--- config.mk ---
export PLATFORM = sky130hd
export DESIGN_NAME = muldiv_seq_ctrl_flat
export DESIGN_NICKNAME = d
export VERILOG_FILES = /design/src/rtl/muldiv_seq_ctrl_pkg.sv /design/src/rtl/muldiv_seq_ctrl_if.sv /design/src/rtl/muldiv_sign_fix.sv /design/src/rtl/muldiv_seq_ctrl.sv /design/src/flat_wrapper.sv
export SDC_FILE = /design/constraint.sdc
export NUM_CORES = 1
export LEC_CHECK = 0
export CAP_MARGIN = 20
export CORE_ASPECT_RATIO = 0.7
export CORE_MARGIN = 8
export CORE_UTILIZATION = 51
export DETAILED_ROUTE_END_ITERATION = 10
export PLACE_DENSITY = 0.81
export SLEW_MARGIN = 0
export SYNTH_ARGS = -nofsm -noshare
export SYNTH_HDL_FRONTEND = slang
export SYNTH_SLANG_ARGS = --single-unit
--- constraint.sdc ---
create_clock -name clk -period 3.4 [get_ports clk]
set_input_delay 0.68 -clock clk [delete_from_list [all_inputs] [get_ports clk]]
set_output_delay 0.68 -clock clk [all_outputs]
set_load 0.1 [all_outputs]
--- src/rtl/muldiv_seq_ctrl_pkg.sv ---
// Shared encodings for the RV32M multiply/divide sequencer: funct3 codes,
// unit control words, FSM states and result-correction classes.
package muldiv_seq_ctrl_pkg;

  localparam logic [2:0] F3_MUL    = 3'b000;
  localparam logic [2:0] F3_MULH   = 3'b001;
  localparam logic [2:0] F3_MULHSU = 3'b010;
  localparam logic [2:0] F3_MULHU  = 3'b011;
  localparam logic [2:0] F3_DIV    = 3'b100;
  localparam logic [2:0] F3_DIVU   = 3'b101;
  localparam logic [2:0] F3_REM    = 3'b110;
  localparam logic [2:0] F3_REMU   = 3'b111;

  localparam logic [3:0] ACL_MUL_LO = 4'b0000;
  localparam logic [3:0] ACL_MUL_HI = 4'b0001;
  localparam logic [3:0] ACL_DIV    = 4'b0100;
  localparam logic [3:0] ACL_REM    = 4'b0110;

  typedef enum logic [2:0] {
    ST_IDLE,
    ST_RUN_LO,
    ST_RUN_HI,
    ST_RUN_DIV,
    ST_DONE
  } state_e;

  typedef enum logic [1:0] {
    OPC_PLAIN,
    OPC_MULHS,
    OPC_QUO,
    OPC_REM
  } op_class_e;

  function automatic logic [31:0] magnitude(input logic [31:0] v, input logic is_signed);
    return (is_signed && v[31]) ? (~v + 32'd1) : v;
  endfunction

endpackage

--- src/rtl/muldiv_seq_ctrl_if.sv ---
// Core-side request/response bundle between execute/writeback and the
// multiply/divide sequencer.
interface muldiv_seq_ctrl_if;
  logic        start;
  logic        flush;
  logic [2:0]  funct3;
  logic [31:0] rs1;
  logic [31:0] rs2;
  logic [4:0]  rd_in;
  logic        busy;
  logic        done;
  logic [31:0] result;
  logic [4:0]  rd_out;

  modport master (
    output start, flush, funct3, rs1, rs2, rd_in,
    input  busy, done, result, rd_out
  );

  modport slave (
    input  start, flush, funct3, rs1, rs2, rd_in,
    output busy, done, result, rd_out
  );
endinterface

--- src/rtl/muldiv_sign_fix.sv ---
// Turns the unsigned unit result back into the signed RV32M answer using the
// operand sign flags captured at accept.
module muldiv_sign_fix
  import muldiv_seq_ctrl_pkg::*;
(
  input  logic [31:0] raw_i,
  input  logic [31:0] lo_i,
  input  logic        neg1_i,
  input  logic        neg2_i,
  input  op_class_e   cls_i,
  output logic [31:0] res_o
);

  always_comb begin
    res_o = raw_i;
    case (cls_i)
      // Negating a 64-bit product: high word gets the carry only when low word is zero
      OPC_MULHS: if (neg1_i ^ neg2_i) res_o = ~raw_i + {31'd0, (lo_i == 32'd0)};
      OPC_QUO:   if (neg1_i ^ neg2_i) res_o = 32'd0 - raw_i;
      OPC_REM:   if (neg1_i)          res_o = 32'd0 - raw_i;
      default:   res_o = raw_i;
    endcase
  end

endmodule

--- src/rtl/muldiv_seq_ctrl.sv ---
// RV32M sequencer in front of an unsigned combinational mul/div unit: holds
// magnitudes on the unit for SETTLE_CYCLES per phase, then sign-corrects.
//
// state      | meaning
// ST_IDLE    | waiting for start
// ST_RUN_LO  | unit computing low product word
// ST_RUN_HI  | unit computing high product word
// ST_RUN_DIV | unit computing quotient or remainder
// ST_DONE    | result registered, done pulse
module muldiv_seq_ctrl
  import muldiv_seq_ctrl_pkg::*;
#(
  parameter int unsigned SETTLE_CYCLES = 2
) (
  input  logic             clk,
  input  logic             rst_n,
  muldiv_seq_ctrl_if.slave core_if,
  output logic [31:0]      mu_a_o,
  output logic [31:0]      mu_b_o,
  output logic [3:0]       mu_acl_o,
  input  logic [31:0]      mu_result_i
);

  localparam int CW = (SETTLE_CYCLES > 1) ? $clog2(SETTLE_CYCLES) : 1;
  localparam logic [CW-1:0] CNT_LOAD = CW'(SETTLE_CYCLES - 1);

  state_e      state_q, state_d;
  logic [CW-1:0] cnt_q, cnt_d;
  op_class_e   cls_q, cls_d;
  logic        neg1_q, neg1_d, neg2_q, neg2_d;
  logic [4:0]  rd_q, rd_d, rd_out_q, rd_out_d;
  logic [31:0] mu_a_q, mu_a_d, mu_b_q, mu_b_d;
  logic [3:0]  acl_q, acl_d;
  logic [31:0] lo_q, lo_d, result_q, result_d;

  logic        acc_s1, acc_s2, acc_bypass;
  op_class_e   acc_cls;
  logic [3:0]  acc_acl;
  state_e      acc_st;
  logic [31:0] acc_bypass_val, fixed;

  always_comb begin
    acc_s1  = 1'b0;
    acc_s2  = 1'b0;
    acc_cls = OPC_PLAIN;
    acc_acl = ACL_MUL_LO;
    acc_st  = ST_RUN_LO;
    case (core_if.funct3)
      F3_MUL:    ;
      F3_MULH:   begin acc_s1 = 1'b1; acc_s2 = 1'b1; acc_cls = OPC_MULHS; end
      F3_MULHSU: begin acc_s1 = 1'b1; acc_cls = OPC_MULHS; end
      F3_MULHU:  begin acc_acl = ACL_MUL_HI; acc_st = ST_RUN_HI; end
      F3_DIV:    begin acc_s1 = 1'b1; acc_s2 = 1'b1; acc_cls = OPC_QUO; acc_acl = ACL_DIV; acc_st = ST_RUN_DIV; end
      F3_DIVU:   begin acc_cls = OPC_QUO; acc_acl = ACL_DIV; acc_st = ST_RUN_DIV; end
      F3_REM:    begin acc_s1 = 1'b1; acc_s2 = 1'b1; acc_cls = OPC_REM; acc_acl = ACL_REM; acc_st = ST_RUN_DIV; end
      F3_REMU:   begin acc_cls = OPC_REM; acc_acl = ACL_REM; acc_st = ST_RUN_DIV; end
      default:   ;
    endcase
  end

  // Divide-by-zero and signed overflow never reach the unit; funct3[1] picks REM vs DIV
  always_comb begin
    acc_bypass     = 1'b0;
    acc_bypass_val = 32'd0;
    if (core_if.funct3[2] && (core_if.rs2 == 32'd0)) begin
      acc_bypass     = 1'b1;
      acc_bypass_val = core_if.funct3[1] ? core_if.rs1 : 32'hFFFF_FFFF;
    end else if (((core_if.funct3 == F3_DIV) || (core_if.funct3 == F3_REM)) &&
                 (core_if.rs1 == 32'h8000_0000) && (core_if.rs2 == 32'hFFFF_FFFF)) begin
      acc_bypass     = 1'b1;
      acc_bypass_val = core_if.funct3[1] ? 32'd0 : 32'h8000_0000;
    end
  end

  muldiv_sign_fix u_sign_fix (
    .raw_i  (mu_result_i),
    .lo_i   (lo_q),
    .neg1_i (neg1_q),
    .neg2_i (neg2_q),
    .cls_i  (cls_q),
    .res_o  (fixed)
  );

  always_comb begin
    state_d  = state_q;
    cnt_d    = cnt_q;
    cls_d    = cls_q;
    neg1_d   = neg1_q;
    neg2_d   = neg2_q;
    rd_d     = rd_q;
    rd_out_d = rd_out_q;
    mu_a_d   = mu_a_q;
    mu_b_d   = mu_b_q;
    acl_d    = acl_q;
    lo_d     = lo_q;
    result_d = result_q;
    case (state_q)
      ST_IDLE: begin
        if (core_if.start && !core_if.flush) begin
          rd_d   = core_if.rd_in;
          cls_d  = acc_cls;
          neg1_d = acc_s1 & core_if.rs1[31];
          neg2_d = acc_s2 & core_if.rs2[31];
          if (acc_bypass) begin
            state_d  = ST_DONE;
            result_d = acc_bypass_val;
            rd_out_d = core_if.rd_in;
          end else begin
            mu_a_d  = magnitude(core_if.rs1, acc_s1);
            mu_b_d  = magnitude(core_if.rs2, acc_s2);
            acl_d   = acc_acl;
            state_d = acc_st;
            cnt_d   = CNT_LOAD;
          end
        end
      end
      ST_RUN_LO, ST_RUN_HI, ST_RUN_DIV: begin
        if (core_if.flush) begin
          state_d = ST_IDLE;
        end else if (cnt_q != '0) begin
          cnt_d = cnt_q - CW'(1);
        end else if ((state_q == ST_RUN_LO) && (cls_q == OPC_MULHS)) begin
          lo_d    = mu_result_i;
          acl_d   = ACL_MUL_HI;
          state_d = ST_RUN_HI;
          cnt_d   = CNT_LOAD;
        end else begin
          state_d  = ST_DONE;
          result_d = fixed;
          rd_out_d = rd_q;
        end
      end
      ST_DONE: state_d = ST_IDLE;
      default: state_d = ST_IDLE;
    endcase
  end

  always_ff @(posedge clk or negedge rst_n) begin
    if (!rst_n) begin
      state_q  <= ST_IDLE;
      cnt_q    <= '0;
      cls_q    <= OPC_PLAIN;
      neg1_q   <= 1'b0;
      neg2_q   <= 1'b0;
      rd_q     <= 5'd0;
      rd_out_q <= 5'd0;
      mu_a_q   <= 32'd0;
      mu_b_q   <= 32'd0;
      acl_q    <= ACL_MUL_LO;
      lo_q     <= 32'd0;
      result_q <= 32'd0;
    end else begin
      state_q  <= state_d;
      cnt_q    <= cnt_d;
      cls_q    <= cls_d;
      neg1_q   <= neg1_d;
      neg2_q   <= neg2_d;
      rd_q     <= rd_d;
      rd_out_q <= rd_out_d;
      mu_a_q   <= mu_a_d;
      mu_b_q   <= mu_b_d;
      acl_q    <= acl_d;
      lo_q     <= lo_d;
      result_q <= result_d;
    end
  end

  assign core_if.busy   = (state_q == ST_RUN_LO) || (state_q == ST_RUN_HI) || (state_q == ST_RUN_DIV);
  assign core_if.done   = (state_q == ST_DONE) && !core_if.flush;
  assign core_if.result = result_q;
  assign core_if.rd_out = rd_out_q;
  assign mu_a_o         = mu_a_q;
  assign mu_b_o         = mu_b_q;
  assign mu_acl_o       = acl_q;

endmodule

--- src/flat_wrapper.sv ---
// flat-port wrapper written by rule: the top's interface ports become plain ports
module muldiv_seq_ctrl_flat import muldiv_seq_ctrl_pkg::*;
#(
  parameter int unsigned SETTLE_CYCLES = 2
)
  (clk, rst_n, mu_a_o, mu_b_o, mu_acl_o, mu_result_i, core_if_start, core_if_flush, core_if_funct3, core_if_rs1, core_if_rs2, core_if_rd_in, core_if_busy, core_if_done, core_if_result, core_if_rd_out);
  muldiv_seq_ctrl_if core_if_i ();
  input  logic clk;
  input  logic rst_n;
  output logic [31:0] mu_a_o;
  output logic [31:0] mu_b_o;
  output logic [3:0] mu_acl_o;
  input  logic [31:0] mu_result_i;
  input wire logic [$bits(core_if_i.start)-1:0] core_if_start;
  input wire logic [$bits(core_if_i.flush)-1:0] core_if_flush;
  input wire logic [$bits(core_if_i.funct3)-1:0] core_if_funct3;
  input wire logic [$bits(core_if_i.rs1)-1:0] core_if_rs1;
  input wire logic [$bits(core_if_i.rs2)-1:0] core_if_rs2;
  input wire logic [$bits(core_if_i.rd_in)-1:0] core_if_rd_in;
  output wire logic [$bits(core_if_i.busy)-1:0] core_if_busy;
  output wire logic [$bits(core_if_i.done)-1:0] core_if_done;
  output wire logic [$bits(core_if_i.result)-1:0] core_if_result;
  output wire logic [$bits(core_if_i.rd_out)-1:0] core_if_rd_out;
  assign core_if_i.start = core_if_start;
  assign core_if_i.flush = core_if_flush;
  assign core_if_i.funct3 = core_if_funct3;
  assign core_if_i.rs1 = core_if_rs1;
  assign core_if_i.rs2 = core_if_rs2;
  assign core_if_i.rd_in = core_if_rd_in;
  assign core_if_busy = core_if_i.busy;
  assign core_if_done = core_if_i.done;
  assign core_if_result = core_if_i.result;
  assign core_if_rd_out = core_if_i.rd_out;
  muldiv_seq_ctrl #(.SETTLE_CYCLES(SETTLE_CYCLES)) u_core (.clk(clk), .rst_n(rst_n), .core_if(core_if_i), .mu_a_o(mu_a_o), .mu_b_o(mu_b_o), .mu_acl_o(mu_acl_o), .mu_result_i(mu_result_i));
endmodule
==> out/results.ini, run 1 <==
[outcome]
outcome=finished clean

[synthesis]
yosysTopAreaCell=dfrtp_1
synthArstFlopShare=1.00
synth_fp_nets=1185
synth_top_area_frac=0.407
synthCells=1071
yosys_most_used_dff=dfrtp_1
synth_edf_count=0
syn_avg_cell_area_um2=8.56
yosys_warnings=0
synth_cell_types=72
seq_area_frac_synth=0.407
ys_ff_latch=149
synthesis.area_um2=9170
synth.area.top_cells=dfrtp_1 (41%), a21oi_1 (6.8%), nor2_1 (6.7%)

[final_layout]
fin_util=0.724
final_cell_mix=buf_4 (234), nor2_1 (161), dfrtp_1 (149), a21oi_1 (123), clkdlybuf4s50_1 (119)
final_layout_size_suffix_gt1_frac=0.248
layoutNonFillerInstCount=1631
mostFrequentLayoutCell=buf_4
finalNetCount=1496
area_growth_pct=40.6
n_antenna_cell=0

[timing]
worst_pin_slew_ps=999
rsz0062_at_grt=no
period_share=0.968
drv_slew=0
worst_clock_skew_ps=12.7
maxSlewHeadroom=0.332
finalCriticalPeriod_ps=3290
hold_viol_final=0
setup_viol=0
max_freq_mhz=304

[die]
start_util=0.515
die_h_um=128
rows=41
core_area_um2=17800
die_area_um2=22600
die_x_um=176
ioPinCount=215

[power]
switching_share=0.582
netSwitchingPower_uw=8690
p_int_uw=6240
irDropWorstVdd_uv=1220
clkPwrFrac=0.129
seqPwrFrac=0.222
power.static_leakage_uw=0.00533
power.density_nw_per_um2=1160
combPwrFrac=0.649

[detailed_routing]
drc=0
drt_wl_total_mm=34.2
drt_iter0_markers=1538
wl_per_cell_um=21.0
via_per_inst=6.00
via_count=9794
first_pass_iters=5
postRouteAntennaNets=0

[global_routing]
antenna_found_initial=0
grt_usage=0.300
grt_max_degree=78
grt_pass1_vias=9411
overflow=0
grt_first_pass_wirelength_mm=53.4

[critical_path]
cp.arrival_ps=3610
crit_path_max_fanout=6
crit_path_start_kind=flip-flop
worstPathRequired_ps=3720
crit_type=flip-flop to flip-flop
crit_path_end_kind=flip-flop

[clocking]
clock_sinks=149
clock_path_buffers=2
cts_tree=built
hold_buffers=0
clk_pin_slew_ps=70
root_buffer=clkbuf_16
clock_latency_ps=440
numCtsBuffers=17
cts_max_level=4

[hold_path]
hold_class=input pin to async pin

[placement]
io_buffers=213
globalplace.congestion=1.02
hpwl_mm=26.4
dp_cells=1598

[job]
drv_cap=0

## routing by layer
metal	up-vias	wire length, um	track usage
met1	4688	15500	0.431
li1	4498	-	-
met5	-	0	0
met4	0	766	0.0929
met2	551	14500	0.437
met3	57	3490	0.0730
## cell families after synthesis
| logic type | synth area share |
|---|---|
| AO/OA/AOI/OAI | 0.192 |
| XOR/XNOR | 0.0793 |
| adder cells (fa/ha/maj) | 0.00819 |
| buffers and inverters | 0.0397 |
| flip-flops | 0.407 |
| multiplexers | 0.0564 |
| other | 0.000409 |
| AND/OR/NAND/NOR | 0.218 |
## per-stage QoR
| step | hold slack (ps) | instance area (um2) | power [uW] | TNS, ps | setup slack (ps) |
|---|---|---|---|---|---|
| after floorplan | 384 | 9170 | 10200 | 0 | 358 |
| after global placement | 479 | 12300 | 12800 | -1450 | -86.3 |
| after detailed placement | 486 | 12300 | 12900 | -3720 | -200 |
| after CTS | 300 | 12900 | 14900 | 0 | 49.7 |
| after global routing | 323 | 12900 | 15500 | 0 | 11.8 |
| final | 277 | 12900 | 14900 | 0 | 109 |
## critical path, stage by stage (launching register included)
cell and delay (ps):
dfrtp_1 430, nor4_4 300, nand4_1 310, nor2_2 210, ha_2 200, or3b_4 390
buf_4 170, nor4_2 270, buf_4 190, o22ai_1 130, xor2_1 180, a21oi_1 160
buf_4 160, o21ai_0 70
## final timing paths
kind,slack (ps),cells after the start,startpoint,end
min,280,1,rst_n,u_core.mu_a_o[18]
min reg2reg,500,2,u_core.core_if.result[1],u_core.core_if.result[1]
max in group asynchronous,2290,2,rst_n,u_core.lo_q[8]
min in group clk,500,2,u_core.core_if.result[1],u_core.core_if.result[1]
max,110,13,u_core.lo_q[28],u_core.core_if.result[15]
max reg2reg,110,13,u_core.lo_q[28],u_core.core_if.result[15]
## sequential cells by signal (all words and copies together), names as in the netlist, 3 cells and up
name	count
u_core.mu_acl_o	3
u_core.mu_a_o	32
u_core.mu_b_o	32
u_core.rd_q	5
u_core.core_if.rd_out	5
u_core.lo_q	32
u_core.core_if.result	32
u_core.state_q	3
## power groups by stage
| stage | Sequential, uW | Combinational [uW] | Clock, uW |
|---|---|---|---|
| 6_report | 3320 | 9700 | 1920 |
| 5_1_grt | 3410 | 10100 | 2020 |
| 4_1_cts | 3290 | 9640 | 1930 |
| 3_5_place_dp | 3300 | 9600 | 0 |
| 3_3_place_gp | 3270 | 9480 | 0 |
| 2_1_floorplan | 7440 | 2790 | 0 |
## final cells by class
class,count,area [um2]
Tap cell,236,295
Inverter,18,68.8
Fill cell,1351,4910
Timing Repair Buffer,360,3080
Sequential cell,149,3730
Clock inverter,15,158
Multi-Input combinational cell,836,5140
Clock buffer,17,425
## synth_stat cells, types with 6 or more instances
cell / n
o21ai_0: 62
nor4_1: 27
o31ai_1: 14
nand4_1: 16
or3_1: 10
nor2_1: 163
a31oi_1: 40
nand3_1: 15
xor2_1: 37
inv_1: 17
dfrtp_1: 149
a21oi_1: 124
xnor2_1: 46
ha_1: 6
or4_1: 22
buf_2: 8
nor3_1: 33
o41ai_1: 7
clkbuf_1: 53
a211oi_1: 6
mux2_2: 45
nor2b_1: 6
nand2_1: 74
## what timing repair did
action	in CTS	in global routing
pin swaps	1	2
resized for setup	2	7
setup endpoints to repair	3	11
buffers inserted	0	1
(Power assumes the default switching activity.)
==> inputs of run 2 (changes only) <==
Settings changed: CORE_MARGIN 8 to 2, CORE_UTILIZATION 51 to 52, CTS_BUF_LIST set to sky130_fd_sc_hd__clkbuf_8, MAX_ROUTING_LAYER set to met4, PLACE_DENSITY 0.81 to 0.83.
==> run 2 against run 1 <==
  * Critical path depth decreased by 1
  * Non-clock buffer count grew 1
  * Fmax down 2.0%
  * Die area fell by 17%
  * Critical path type unchanged
  * Largest cell class unchanged
  * Largest power group unchanged
  * Highest routed layer unchanged
==> out/results.ini, run 2 (synthesis gave the netlist of run 1 again) <==
[power]
netSwitchingPower_uw=8590  ; was 8690 uW
clkPwrFrac=0.097  ; was 0.129
power.density_nw_per_um2=1140  ; was 1160 nW/um2
combPwrFrac=0.676  ; was 0.649
totalPowerFinal_uw=14500  ; was 14900 uW
p_int_uw=5910  ; was 6240 uW
irDropWorstVdd_uv=1410  ; was 1220 uV
power.static_leakage_uw=0.00526  ; was 0.00533 uW
switching_share=0.592  ; was 0.582
seqPwrFrac=0.227  ; was 0.222

[final_layout]
fin_util=0.742  ; was 0.724
final_cell_mix=buf_4 (225), nor2_1 (161), dfrtp_1 (149), clkdlybuf4s50_1 (126), a21oi_1 (121)  ; was buf_4 (234), nor2_1 (161), dfrtp_1 (149), a21oi_1 (123), clkdlybuf4s50_1 (119)
area_growth_pct=39.3  ; was 40.6%
fillers=1271  ; was 1351
regArea_um2=3730  ; unchanged
stdcell_area_um2=12800  ; was 12900 um2
finalNetCount=1497  ; was 1496
final_layout_size_suffix_gt1_frac=0.244  ; was 0.248
mostFrequentLayoutCell=buf_4  ; unchanged
multiInputGateArea_um2=5160  ; was 5140 um2

[outcome]
outcome=finished clean  ; unchanged

[clocking]
clk_pin_slew_ps=100  ; was 70 ps
cts_tree=built  ; unchanged
clock_path_buffers=2  ; unchanged
clock_latency_ps=470  ; was 440 ps
cts_max_level=4  ; unchanged
root_buffer=clkbuf_8  ; was clkbuf_16
clock_sinks=149  ; unchanged
numCtsBuffers=17  ; unchanged

[die]
die_h_um=115  ; was 128 um
die_area_um2=18700  ; was 22600 um2
core_area_um2=17200  ; was 17800 um2
ioPinCount=215  ; unchanged
die_x_um=163  ; was 176 um
rows=40  ; was 41
start_util=0.532  ; was 0.515

[global_routing]
grt_max_degree=60  ; was 78
grt_pass1_vias=9238  ; was 9411
overflow=0  ; unchanged
grt_first_pass_wirelength_mm=52.4  ; was 53.4 mm
grt_usage=0.381  ; was 0.300
antenna_found_initial=0  ; unchanged

[detailed_routing]
via_count=9923  ; was 9794
postRouteAntennaNets=0  ; unchanged
wl_per_cell_um=21.0  ; about the same
drt_wl_total_mm=34.1  ; was 34.2 mm
first_pass_iters=5  ; unchanged
drt_iter0_markers=1223  ; was 1538
via_per_inst=6.10  ; was 6.00
drc=0  ; unchanged

[placement]
dp_slack_ps=-125  ; was -200 ps
place_area_um2=12300  ; about the same
hpwl_mm=26.5  ; was 26.4 mm
io_buffers=213  ; unchanged
globalplace.congestion=1.01  ; was 1.02

[critical_path]
worstReg2RegEnd=u_core.core_if.result[22]  ; was u_core.core_if.result[15]
worstPathRequired_ps=3730  ; was 3720 ps
critPathLaunch=u_core.lo_q[16]  ; was u_core.lo_q[28]
cp.arrival_ps=3690  ; was 3610 ps
crit_path_start_kind=flip-flop  ; unchanged
cpMaxStageDelayCell=or3b_4  ; was dfrtp_1
slowest_delay_ps=420  ; was 430 ps
endpoint=u_core.core_if.result[22]  ; was u_core.core_if.result[15]
worstReg2RegStart=u_core.lo_q[16]  ; was u_core.lo_q[28]
cp_common_cell=nand4_1  ; was buf_4
crit_type=flip-flop to flip-flop  ; unchanged
crit_chain=nor4_1 -> nand4_1 -> nor2_2 -> ha_1 -> or3b_4 -> buf_4 -> nor2_1 -> nand4_1 -> a22oi_1 -> xnor2_1 -> o221ai_1 -> a31oi_1  ; was nor4_4 -> nand4_1 -> nor2_2 -> ha_2 -> or3b_4 -> buf_4 -> nor4_2 -> buf_4 -> o22ai_1 -> xor2_1 -> a21oi_1 -> buf_4 -> o21ai_0
crit_path_end_kind=flip-flop  ; unchanged
reg2reg_slack_ps=40  ; was 110 ps
r2r_cells=12  ; was 13
crit_path_max_fanout=5  ; was 6

[timing]
setup_viol=0  ; unchanged
period_share=0.988  ; was 0.968
setup_slack_ps=41.0  ; was 109 ps
hold_viol_final=0  ; unchanged
worst_clock_skew_ps=21.1  ; was 12.7 ps
rsz0062_at_grt=yes  ; was no
finalCriticalPeriod_ps=3360  ; was 3290 ps
worst_pin_slew_ps=972  ; was 999 ps
maxSlewHeadroom=0.350  ; was 0.332
drv_slew=0  ; unchanged
max_freq_mhz=298  ; was 304 MHz

[hold_path]
hold_class=input pin to async pin  ; unchanged

[job]
drv_cap=0  ; unchanged

==> run 2: worst min path at each step <==
stage                              startpoint                         to  slack [ps]
floorplan                               rst_n            u_core.cls_q[0]         380
global placement    u_core.core_if.result[15]  u_core.core_if.result[15]         460
detailed placement  u_core.core_if.result[15]  u_core.core_if.result[15]         470
CTS                                     rst_n          u_core.mu_a_o[17]         180
global route                            rst_n          u_core.mu_a_o[17]         190
finish                                  rst_n          u_core.mu_a_o[17]         170
==> run 2: per-layer routing <==
metal / part of all wire / GRT usage / routed length [um] / vias to the layer above
li1: - / - / - / 4504
met3: 0.11 / 0.0934 / 3820 / 60
met4: 0.017 / 0.0826 / 576 / 0
met5: 0 / - / 0 / -
met2: 0.41 / 0.529 / 14100 / 637
met1: 0.46 / 0.563 / 15600 / 4722
==> run 2: worst max-delay path, delay by kind of cell (launching register included) <==
family                     cells  cell delay (ps)
AOI/OAI and AO/OA              3              770
xor gates and xnor gates       1              100
adders and majority gates      1              200
buffers and inverters          1              170
DFF                            1              390
and+or+nand+nor                6             1590
==> run 2: cell type report <==
class,count,share of cell area
well taps,231,0.0226
clock inverters,13,0.0105
diodes,1,0.000196
repair buffers,361,0.246
flip-flops and latches,149,0.292
inverters,18,0.00539
multi-input cells,836,0.404
clock buffers,18,0.0194
==> run 2: power by group through the flow <==
stage	clock [uW]	combinational (uW)	sequential, uW
final	1400	9810	3290
after global routing	1490	10200	3370
after CTS	1410	9700	3250
after detailed placement	0	9670	3270
after global placement	0	9560	3240
after floorplan	0	2790	7440
==> run 2: per-stage QoR <==
stage	hold slack (ps)	std cells	TNS, ps
CTS	180	1625	0
finish	172	1627	0
global placement	464	1594	-914
floorplan	384	1071	0
global route	190	1626	-353
detailed placement	474	1594	-3680
==> run 2: what timing repair did <==
item,CTS,global route
gates resized for setup,3,9
setup endpoints to repair,3,14
setup buffers,0,1
pin swaps,1,4
hold buffers,0,0
